$ cat config.mk
export PLATFORM = sky130hd
export DESIGN_NAME = nonce_tx_scheduler
export DESIGN_NICKNAME = d
export VERILOG_FILES = /design/src/rtl/miner_pkg.sv /design/src/rtl/rr_arbiter.sv /design/src/rtl/nonce_tx_scheduler.sv
export SDC_FILE = /design/constraint.sdc
export NUM_CORES = 1
export LEC_CHECK = 0
export CAP_MARGIN = 20
export CORE_ASPECT_RATIO = 0.7
export CORE_UTILIZATION = 47
export CTS_BUF_LIST = sky130_fd_sc_hd__clkbuf_8 sky130_fd_sc_hd__clkbuf_16
export CTS_CLUSTER_DIAMETER = 120
export DETAILED_ROUTE_END_ITERATION = 10
export PLACE_DENSITY = 0.72
export SETUP_SLACK_MARGIN = 0.5
export SLEW_MARGIN = 20
export SYNTH_ARGS = -nofsm -noshare
export SYNTH_HDL_FRONTEND = slang
export SYNTH_SLANG_ARGS = --single-unit
$ cat constraint.sdc
create_clock -name clk -period 5.9 [get_ports clk]
set_input_delay 0.885 -clock clk [delete_from_list [all_inputs] [get_ports clk]]
set_output_delay 0.885 -clock clk [all_outputs]
set_load 0.005 [all_outputs]
$ cat src/rtl/miner_pkg.sv
// Shared definitions for the golden-nonce reporting path.
package miner_pkg;

  localparam int NONCE_W   = 32;
  localparam int MAX_CORES = 16;

  typedef enum logic [1:0] {
    IDLE      = 2'd0,
    WAIT_BUSY = 2'd1,
    WAIT_DONE = 2'd2
  } tx_state_t;

endpackage

$ cat src/rtl/rr_arbiter.sv
// Round-robin pick of the first request at or after ptr, wrapping modulo N.
// Purely combinational; the caller owns and advances the pointer.
module rr_arbiter #(
  parameter int N  = 4,
  parameter int IW = (N > 1) ? $clog2(N) : 1
) (
  input  logic [N-1:0]  req,
  input  logic [IW-1:0] ptr,
  output logic [N-1:0]  grant,
  output logic [IW-1:0] idx,
  output logic          any
);

  always_comb begin
    grant = '0;
    idx   = '0;
    any   = 1'b0;
    for (int k = 0; k < N; k++) begin
      if (!any && req[(int'(ptr) + k) % N]) begin
        any                          = 1'b1;
        grant[(int'(ptr) + k) % N]   = 1'b1;
        idx                          = IW'((int'(ptr) + k) % N);
      end
    end
  end

endmodule

$ cat src/rtl/nonce_tx_scheduler.sv
// Per-core one-deep nonce slots, round-robin granted onto the single serial TX port.
// tx_ready 1 cycle after pending is visible; stalls while tx_busy, retries after BUSY_TIMEOUT.
module nonce_tx_scheduler
  import miner_pkg::*;
#(
  parameter int NUM_CORES    = 4,
  parameter int BUSY_TIMEOUT = 64
) (
  input  logic                           clk,
  input  logic                           reset,
  input  logic [NUM_CORES-1:0]           nonce_valid,
  input  logic [NONCE_W*NUM_CORES-1:0]   nonce_in,
  input  logic                           new_work,
  output logic                           tx_ready,
  output logic [NONCE_W-1:0]             word,
  input  logic                           tx_busy,
  output logic [NUM_CORES-1:0]           pending,
  output logic [7:0]                     drop_count
);

  localparam int PW = (NUM_CORES > 1) ? $clog2(NUM_CORES) : 1;
  localparam int TW = $clog2(BUSY_TIMEOUT + 1);

  tx_state_t              state;
  logic [NONCE_W-1:0]     slot [NUM_CORES];
  logic [PW-1:0]          rr_ptr, gnt_idx, arb_idx, ptr_nxt;
  logic [NUM_CORES-1:0]   arb_oh, granted_oh, pend_nxt;
  logic                   arb_any, grant_fire, timeout, restore;
  logic [TW-1:0]          wait_cnt;
  logic [4:0]             drop_add;
  logic [8:0]             drop_sum;

  rr_arbiter #(.N(NUM_CORES), .IW(PW)) u_arb (
    .req   (pending),
    .ptr   (rr_ptr),
    .grant (arb_oh),
    .idx   (arb_idx),
    .any   (arb_any)
  );

  assign grant_fire = (state == IDLE) && arb_any && !tx_busy;
  assign granted_oh = grant_fire ? arb_oh : '0;
  assign ptr_nxt    = (arb_idx == PW'(NUM_CORES - 1)) ? '0 : arb_idx + 1'b1;
  assign timeout    = (state == WAIT_BUSY) && !tx_busy && (wait_cnt == TW'(BUSY_TIMEOUT - 1));
  // An abandoned grant is put back only if its slot was not refilled meanwhile.
  assign restore    = timeout && !(pending[gnt_idx] || nonce_valid[gnt_idx]);
  assign drop_sum   = {1'b0, drop_count} + 9'(drop_add);

  always_comb begin
    pend_nxt = pending;
    drop_add = '0;
    for (int i = 0; i < NUM_CORES; i++) begin
      if (granted_oh[i]) begin
        pend_nxt[i] = 1'b0;
      end else if (pending[i] && (nonce_valid[i] || new_work)) begin
        pend_nxt[i] = 1'b0;
        drop_add    = drop_add + 5'd1;
      end
      if (nonce_valid[i]) pend_nxt[i] = 1'b1;
    end
    if (timeout) begin
      if (restore) pend_nxt[gnt_idx] = 1'b1;
      else         drop_add = drop_add + 5'd1;
    end
  end

  always_ff @(posedge clk) begin
    if (reset) begin
      state      <= IDLE;
      tx_ready   <= 1'b0;
      word       <= '0;
      pending    <= '0;
      drop_count <= '0;
      rr_ptr     <= '0;
      gnt_idx    <= '0;
      wait_cnt   <= '0;
      for (int i = 0; i < NUM_CORES; i++) slot[i] <= '0;
    end else begin
      tx_ready   <= 1'b0;
      pending    <= pend_nxt;
      drop_count <= drop_sum[8] ? 8'hFF : drop_sum[7:0];
      for (int i = 0; i < NUM_CORES; i++) begin
        if (nonce_valid[i]) slot[i] <= nonce_in[NONCE_W*i +: NONCE_W];
      end
      if (restore) slot[gnt_idx] <= word;
      case (state)
        IDLE: begin
          if (grant_fire) begin
            tx_ready <= 1'b1;
            word     <= slot[arb_idx];
            gnt_idx  <= arb_idx;
            rr_ptr   <= ptr_nxt;
            wait_cnt <= '0;
            state    <= WAIT_BUSY;
          end
        end
        WAIT_BUSY: begin
          if (tx_busy)      state    <= WAIT_DONE;
          else if (timeout) state    <= IDLE;
          else              wait_cnt <= wait_cnt + 1'b1;
        end
        WAIT_DONE: begin
          if (!tx_busy) state <= IDLE;
        end
        default: state <= IDLE;
      endcase
    end
  end

endmodule

==> impl_metrics.py <==
metrics = {
    "synthesis": {
        "yosys-top-cells-count": "nand2_1, a22o_1, edfxtp_1",
        "yosys_warnings": 0,
        "synth_top_area_cell": "edfxtp_1",
        "ys_seq_area_share_pct": 53.71,
        "synth_nets": 1067,
        "yosys-top-cells-area": "edfxtp_1, dfxtp_1, a22o_1, nand2_1, nand3_1",
        "yosysMostFrequentCell": "nand2_1",
        "yosys.area.top_type_share_pct": 41.25,
        "netlist_area_um2": 9319,
        "yosys_register_bits": 186,
        "synth_cell_types": 65,
        "yosys_most_used_dff": "edfxtp_1",
        "synth.avg_cell_area_um2": 10.21,
        "synthCells": 913,
        "synth-async-reset-ratio_pct": 0,
        "synth_edf_count": 128,
    },
    "detailed_routing": {
        "wl_met3_um": 2901,
        "maxUsedRoutingLayer": "met4",
        "wl_met2_um": 12480,
        "vias": 7999,
        "dr.first_iter.drc_count": 769,
        "routedWlPerCell_um": 21.13,
        "met1_length_um": 12700,
        "postRouteWirelength_um": 28490,
        "firstDrtPassIters": 6,
        "ant_nets": 0,
        "post-route-drc-count": 0,
        "vias_per_cell": 5.934,
    },
    "placed_design": {
        "place_congestion": 0.8645,
        "io_buffers": 180,
        "hpwl_um": 16940,
        "pre_cts_ws_ns": 0.08254,
        "dp.cells": 1299,
    },
    "sta": {
        "hold_viol": 0,
        "period_needed_ns": 5.443,
        "whs_ns": 0.5263,
        "fin_ws_ns": 0.4573,
        "worstMarginPinSlew_ns": 1.101,
        "rsz0062_at_grt": "yes",
        "timing.final.max_slew_violations": 0,
        "fmax_ghz": 0.1837,
        "period_share_pct": 92.25,
        "skew_ns": 0.01641,
        "relSlewSlack_pct": 26.61,
        "final-setup-viol-count": 0,
        "setup_tns_ns": 0,
    },
    "cells_and_area": {
        "diodes": 0,
        "finalNonFillerCells": 1348,
        "syn_to_final_growth_pct": 30.87,
        "fin_nets": 1225,
        "final_layout_size_suffix_gt1_share_pct": 11.72,
    },
    "floorplan": {
        "die_w_um": 170.3,
        "coreArea_um2": 19180,
        "io_pins": 181,
        "start_util_pct": 48.58,
        "dieArea_um2": 20400,
        "core.rowCount": 42,
        "die_h_um": 119.8,
    },
    "cts": {
        "clk_pin_slew_worst_paths_ns": 0.07,
        "postCtsHoldBufs": 0,
        "cts_sinks": 186,
        "clock_path_buffers": 2,
        "cts_root_buf": "clkbuf_16",
        "tritoncts": "built",
        "cts_made_buffers": 17,
        "h-tree-depth": 4,
        "insertion_delay_ns": 0.45,
    },
    "global_route": {
        "grt_pass1_wl_um": 43130,
        "grt_usage_pct": 28.33,
        "grt_pass1_vias": 7686,
        "grt_overflow_total": 0,
        "grt_antenna_before_repair": 0,
        "grt_max_degree": 52,
    },
    "setup_path": {
        "r2r_cells": 26,
        "timing.rr.end": "drop_count[5]$_SDFF_PP0_",
        "ff2ff_setup_slack_ns": 0.46,
        "cp-startpoint": "rr_ptr[1]$_SDFFE_PP0P_",
        "timing.rr.start": "rr_ptr[1]$_SDFFE_PP0P_",
        "critPathLaunchType": "register",
        "timing_worst_setup_path_type": "reg2reg",
        "endpoint": "drop_count[5]$_SDFF_PP0_",
        "worstSetupEndpointType": "register",
        "crit_fanout": 3,
        "crit_arrival_ns": 5.76,
        "required_ns": 6.21,
    },
    "power": {
        "vdd_ir_drop_max_mv": 0.2197,
        "power_leakage_nw": 4.518,
        "p_total_w": 0.003626,
        "power-per-cell-area_nw_per_um2": 297.4,
    },
    "worst_hold_path": {
        "hold_class": "reg2reg",
    },
    "run": {
        "maxCapViolations": 0,
    },
    "run_status": {
        "status": "completed",
    },
}
==> worst min-delay path by stage <==
stage,depth (start not counted),end,from
6_report,2,word[24]$_SDFFE_PP0P_,word[24]$_SDFFE_PP0P_
5_1_grt,2,word[24]$_SDFFE_PP0P_,word[24]$_SDFFE_PP0P_
4_1_cts,2,drop_count[7]$_SDFF_PP0_,drop_count[7]$_SDFF_PP0_
3_5_place_dp,2,word[24]$_SDFFE_PP0P_,word[24]$_SDFFE_PP0P_
3_3_place_gp,2,word[24]$_SDFFE_PP0P_,word[24]$_SDFFE_PP0P_
2_1_floorplan,2,drop_count[7]$_SDFF_PP0_,drop_count[7]$_SDFF_PP0_
==> what timing repair did <==
| action | CTS | global route |
|---|---|---|
| buffers inserted | 10 | 7 |
| endpoints found under the setup margin | 8 | 8 |
| pin swaps | 16 | 3 |
| gates resized for setup | 3 | 10 |
==> worst max-delay path, stage by stage (launching register included) <==
cell and delay (ns):
dfxtp_2 0.36, inv_4 0.04, ha_4 0.26, mux4_2 0.51, or3b_1 0.38, a21oi_2 0.16, a221oi_2 0.06, o41ai_2 0.26
nor2_1 0.10, ha_1 0.29, mux2i_2 0.17, inv_1 0.10, ha_4 0.22, mux2_4 0.28, ha_4 0.21, nand2b_4 0.13
o21a_4 0.15, buf_4 0.13, buf_4 0.13, mux2_4 0.27, ha_4 0.21, a21o_1 0.16, a21oi_2 0.16, o21bai_1 0.09
a21oi_2 0.22, xor2_1 0.17, a21oi_1 0.08
==> through the flow <==
| stage | instance area [um2] | util, % |
|---|---|---|
| 6_report | 12200 | 63.58 |
| 5_1_grt | 12200 | 63.58 |
| 4_1_cts | 12090 | 63.03 |
| 3_5_place_dp | 11420 | 59.52 |
| 3_3_place_gp | 11420 | 59.52 |
| 2_1_floorplan | 9408 | - |
==> cell usage in the layout (no fill, tap or decap), drive strengths merged, types with 7 or more instances in the layout <==
cell,netlist,layout
clkdlybuf4s50,0,179
nand2,178,178
a22o,128,128
edfxtp,128,128
nand3,103,103
dfxtp,58,58
a21oi,54,54
buf,26,36
nor2,32,32
inv,19,30
clkbuf,50,17
ha,17,17
nor3,14,14
xnor2,10,10
o21ai,7,7
==> metal layers <==
| metal | vias up | track usage [%] |
|---|---|---|
| met4 | 0 | 7.320 |
| li1 | 3692 | - |
| met5 | - | 0 |
| met1 | 3820 | 41.02 |
| met2 | 446 | 42.39 |
| met3 | 41 | 6.860 |
==> registers in the layout, summed over array words and instances, names as in the netlist, named ones only <==
register	flops
tx_ready	1
state	2
gnt_idx	2
slot	128
rr_ptr	1
word	32
wait_cnt	7
pending	4
drop_count	8
==> report_power, final <==
part / switching [W] / internal (W)
combinational: 0.000505 / 0.000391
clock: 0.000559 / 0.000564
sequential: 0.0000919 / 0.00152
==> kinds of logic after synthesis <==
family	count (synthesis)	share of synthesized area, %
compound gates	221	18.25
xor+xnor	15	1.571
fa+ha+maj	18	2.497
buf+inv	96	4.176
flops	186	53.71
mux	12	1.826
simple gates	365	17.98
==> cell type report <==
| type | instances | area (um2) |
|---|---|---|
| sequential | 186 | 5007 |
| inverter | 20 | 80.08 |
| multi-input combinational | 631 | 4148 |
| timing repair buffer | 215 | 2059 |
| clock inverter | 15 | 145.1 |
| fill | 1566 | 6985 |
| clock buffer | 17 | 425.4 |
| tap | 264 | 330.3 |
(Power assumes the default switching activity.)
